`config.mk`:
```
export PLATFORM = sky130hd
export DESIGN_NAME = fifo_wptr_full_m_r
export DESIGN_NICKNAME = d
export VERILOG_FILES = /design/src/rtl/fifo_wptr_full_m_r.sv
export SDC_FILE = /design/constraint.sdc
export NUM_CORES = 1
export LEC_CHECK = 0
export CAP_MARGIN = 20
export CELL_PAD_IN_SITES_DETAIL_PLACEMENT = 2
export CELL_PAD_IN_SITES_GLOBAL_PLACEMENT = 2
export CORE_MARGIN = 2
export CORE_UTILIZATION = 34
export CTS_BUF_LIST = sky130_fd_sc_hd__clkbuf_4
export CTS_CLUSTER_SIZE = 30
export DETAILED_ROUTE_END_ITERATION = 10
export PLACE_DENSITY_LB_ADDON = 0.1
export SYNTH_ARGS = -nofsm -noshare
export SYNTH_HDL_FRONTEND = slang
export SYNTH_SLANG_ARGS = --single-unit
```
`constraint.sdc`:
```
create_clock -name wclk -period 3.6 [get_ports wclk]
set_clock_uncertainty 0.15 [all_clocks]
set_input_delay 0.54 -clock wclk [delete_from_list [all_inputs] [get_ports wclk]]
set_output_delay 0.54 -clock wclk [all_outputs]
set_load 0.05 [all_outputs]
```
`src/rtl/fifo_wptr_full_m_r.sv`:
```
// Write-side pointer and full-flag controller for the M->R async FIFO.
// Optional almost-full flag is built only when FIFO_ALMOST_FULL_EN is defined.
module fifo_wptr_full_m_r #(
    parameter int ADDRSIZE  = 4,
    parameter int AF_MARGIN = 2
) (
    input  logic                wclk,
    input  logic                wrst_n,
    input  logic                wpush,
    input  logic [ADDRSIZE:0]   rptr,
    output logic [ADDRSIZE-1:0] waddr,
    output logic [ADDRSIZE:0]   wptr,
    output logic                wfull,
    output logic                woverflow,
    output logic                walmost_full
);

    logic [ADDRSIZE:0] wbin;
    logic [ADDRSIZE:0] wbinnext;
    logic [ADDRSIZE:0] wgraynext;
    logic [ADDRSIZE:0] wq1_rptr;
    logic [ADDRSIZE:0] wq2_rptr;
    logic [ADDRSIZE:0] full_target;
    logic              accepted;

    assign accepted    = wpush & ~wfull;
    assign wbinnext    = wbin + {{ADDRSIZE{1'b0}}, accepted};
    assign wgraynext   = (wbinnext >> 1) ^ wbinnext;
    assign waddr       = wbin[ADDRSIZE-1:0];
    // Full when the next write pointer is exactly one lap ahead of the synced read pointer.
    assign full_target = {~wq2_rptr[ADDRSIZE:ADDRSIZE-1], wq2_rptr[ADDRSIZE-2:0]};

    always_ff @(posedge wclk) begin
        if (!wrst_n) begin
            wbin      <= '0;
            wptr      <= '0;
            wq1_rptr  <= '0;
            wq2_rptr  <= '0;
            wfull     <= 1'b0;
            woverflow <= 1'b0;
        end else begin
            wbin     <= wbinnext;
            wptr     <= wgraynext;
            wq1_rptr <= rptr;
            wq2_rptr <= wq1_rptr;
            wfull    <= (wgraynext == full_target);
            if (wpush && wfull) begin
                woverflow <= 1'b1;
            end
        end
    end

`ifdef FIFO_ALMOST_FULL_EN
    localparam logic [ADDRSIZE:0] AF_LEVEL = (ADDRSIZE+1)'((2 ** ADDRSIZE) - AF_MARGIN);

    function automatic logic [ADDRSIZE:0] gray2bin(input logic [ADDRSIZE:0] g);
        logic [ADDRSIZE:0] b;
        b[ADDRSIZE] = g[ADDRSIZE];
        for (int i = ADDRSIZE - 1; i >= 0; i--) begin
            b[i] = b[i+1] ^ g[i];
        end
        return b;
    endfunction

    logic [ADDRSIZE:0] rbin_s;
    logic [ADDRSIZE:0] wcount;
    logic              af_q;

    assign rbin_s       = gray2bin(wq2_rptr);
    assign wcount       = wbinnext - rbin_s;
    assign walmost_full = af_q;

    always_ff @(posedge wclk) begin
        if (!wrst_n) begin
            af_q <= 1'b0;
        end else begin
            af_q <= (wcount >= AF_LEVEL);
        end
    end
`else
    logic unused_af_margin;
    assign unused_af_margin = (AF_MARGIN == 0);
    assign walmost_full     = 1'b0;
`endif

endmodule

```
==> flow_summary.yaml <==
global_route:
  grt_max_degree: 22
  gr-total-overflow: 0
  antenna_found_initial: 0
  grt_util_all_layers: 0.129
  grt_pass1_wl_mm: 2.50
  grt_pass1_vias: 537
floorplan:
  start_util: 0.353
  die_y_um: 54.2
  pin_count: 20
  fp-row-count: 18
  die_x_um: 54.2
  coreArea_sq_um: 2430
  die_area_sq_um: 2940
final_layout:
  seq_area_sq_um: 420
  multi_input_area_sq_um: 423
  drive_gt1_frac: 0.0938
  fill_cells: 269
  nets: 107
  final_area_sq_um: 1090
  syn2layout_area_growth_pct: 27.1
  utilization: 0.449
  n_antenna_cell: 0
worst_setup_path:
  cp-start-kind: "input pin"
  r2r-start: "wfull"
  worst-path-max-fanout: 4
  r2r.worst_path.cells: 7
  reg2reg_to: "wfull"
  r2r_slack_ns: 1.22
  crit_type: "in2reg"
  arrival_ns: 2.86
  crit_path_end_kind: "flip-flop"
  crit_required_ns: 3.71
clock_tree:
  clk_pin_slew_worst_paths_ns: 0.12
  clock_latency_ns: 0.31
  cts_htree_levels: 1
  cts_tree: "built"
  cts_buffers: 3
  clock_path_buffers: 2
  holdBufCountCts: 0
  cts_setup_buffers: 0
  clock-sinks: 21
  cts_resized: 0
  clockRootBuffer: "clkbuf_4"
worst_hold_path:
  min_from: "wq1_rptr[4]"
  min_path_cells: 1
  hold-path-endpoint: "wq2_rptr[4]"
  worst_hold_path_type: "reg2reg"
route:
  drc_errors: 0
  vias_per_cell: 4.56
  vias: 575
  drtAntennaViolNets: 0
  first_iter_violations: 0
  wl_mm: 1.62
  first_pass_iters: 1
  wire_per_inst_um: 12.8
timing:
  rsz0062_at_grt: "false"
  setup_viol: 0
  report.final.slew_viol_count: 0
  worst_slew_pin_slew_ns: 0.540
  final_hold_viol_count: 0
  max_freq_mhz: 363
  min_period_ns: 2.75
  period_share: 0.764
  fin_tns_setup_ns: 0
  slew_headroom: 0.639
yosys:
  avgSynthCellArea_sq_um: 11.1
  ys_ff_latch: 21
  synth_cell_types: 22
  yosysSeqAreaShare: 0.490
  synth_area_sq_um: 858
  syn-num-nets: 87
  synth_cells: 77
  yosys_warnings: 0
place:
  place.port_buffers: 18
  placed_area_sq_um: 1060
  gp_congestion: 0.683
  dp_hpwl_mm: 1.23
power_and_ir_drop:
  power.density_nw_per_um2: 417
  p_leak_nw: 0.447
  power.ir.vdd_worst_mv: 0.241
flow_run:
  drv_cap: 0
status:
  status: "completed"
worst max path at each step:
| stage | from | to | depth (start not counted) |
|---|---|---|---|
| 2_1_floorplan | wfull | wfull | 7 |
| 4_1_cts | wpush | wfull | 8 |
| 6_report | wpush | wfull | 8 |
| 3_5_place_dp | wpush | wfull | 8 |
| 5_1_grt | wpush | wfull | 8 |
| 3_3_place_gp | wpush | wfull | 8 |
cell usage in the layout, fill, tap and decap left out:
master / count
a21bo_2: 1
a21o_1: 1
a21oi_1: 3
a21oi_2: 1
and2_1: 17
and2b_2: 1
and3_1: 1
clkbuf_4: 4
clkdlybuf4s50_1: 18
conb_1: 1
dfxtp_1: 21
ha_1: 2
nand2_1: 2
nand3_1: 3
nor2b_1: 4
o21a_1: 1
or2_2: 1
or4_1: 1
xnor2_1: 7
xnor3_1: 3
xor2_1: 2
xor2_2: 1
layer usage:
| layer | routed length, um | track usage | vias up |
|---|---|---|---|
| met1 | 692 | 0.152 | 271 |
| met2 | 800 | 0.201 | 15 |
| met3 | 82 | 0.0410 | 5 |
| li1 | - | - | 284 |
| met5 | 0 | 0 | - |
| met4 | 42 | 0.0875 | 0 |
critical path, stage by stage:
cell	delay, ns
clkdlybuf4s50_1	0.47
nor2b_1	0.13
ha_1	0.23
ha_1	0.29
xor2_2	0.22
xnor3_1	0.33
or4_1	0.54
a21oi_2	0.11
stage by stage:
stage	power [mW]	cells	hold WS (ns)	setup slack (ns)
finish	0.455	126	0.293	0.848
global route	0.479	126	0.305	0.722
CTS	0.464	126	0.297	0.842
detailed placement	0.340	122	0.273	0.518
global placement	0.337	122	0.267	0.588
floorplan	0.314	77	0.262	1.00
cells in the mapped netlist, drive strengths merged:
cell	n	area [sq um]
a21oi	4	23.8
dfxtp	21	420
buf	1	7.51
or2	1	6.26
or4	1	7.51
a21bo	1	10.0
o21a	1	7.51
a21o	1	7.51
xnor2	7	61.3
nand3	3	15.0
and2	17	106
and3	1	6.26
xnor3	3	67.6
conb	1	3.75
and2b	1	8.76
nand2	2	7.51
xor2	3	33.8
clkbuf	2	7.51
ha	2	25.0
nor2b	4	25.0
cell families after synthesis:
kind of cell,share of synthesized area
flops,0.490
simple gates,0.213
fa+ha+maj,0.0291
buf+inv,0.0175
other cells,0.00437
compound gates,0.0569
xor+xnor,0.190
area by class of cell:
type	instances	area share
well taps	30	0.0344
flip-flops and latches	21	0.385
clock buffers	4	0.0275
multi-input cells	53	0.388
repair buffers	18	0.165
flip-flops by register name, indices dropped and copies added (netlist names):
signal,count
wbin,4
wfull,1
woverflow,1
wptr,5
wq1_rptr,5
wq2_rptr,5
report_power, final:
| group | switching [mW] | total, mW | internal, mW |
|---|---|---|---|
| clock network | 0.0718 | 0.123 | 0.0508 |
| logic | 0.0418 | 0.0838 | 0.0420 |
| registers | 0.00479 | 0.248 | 0.243 |
Power figures use the tool's default switching activity.
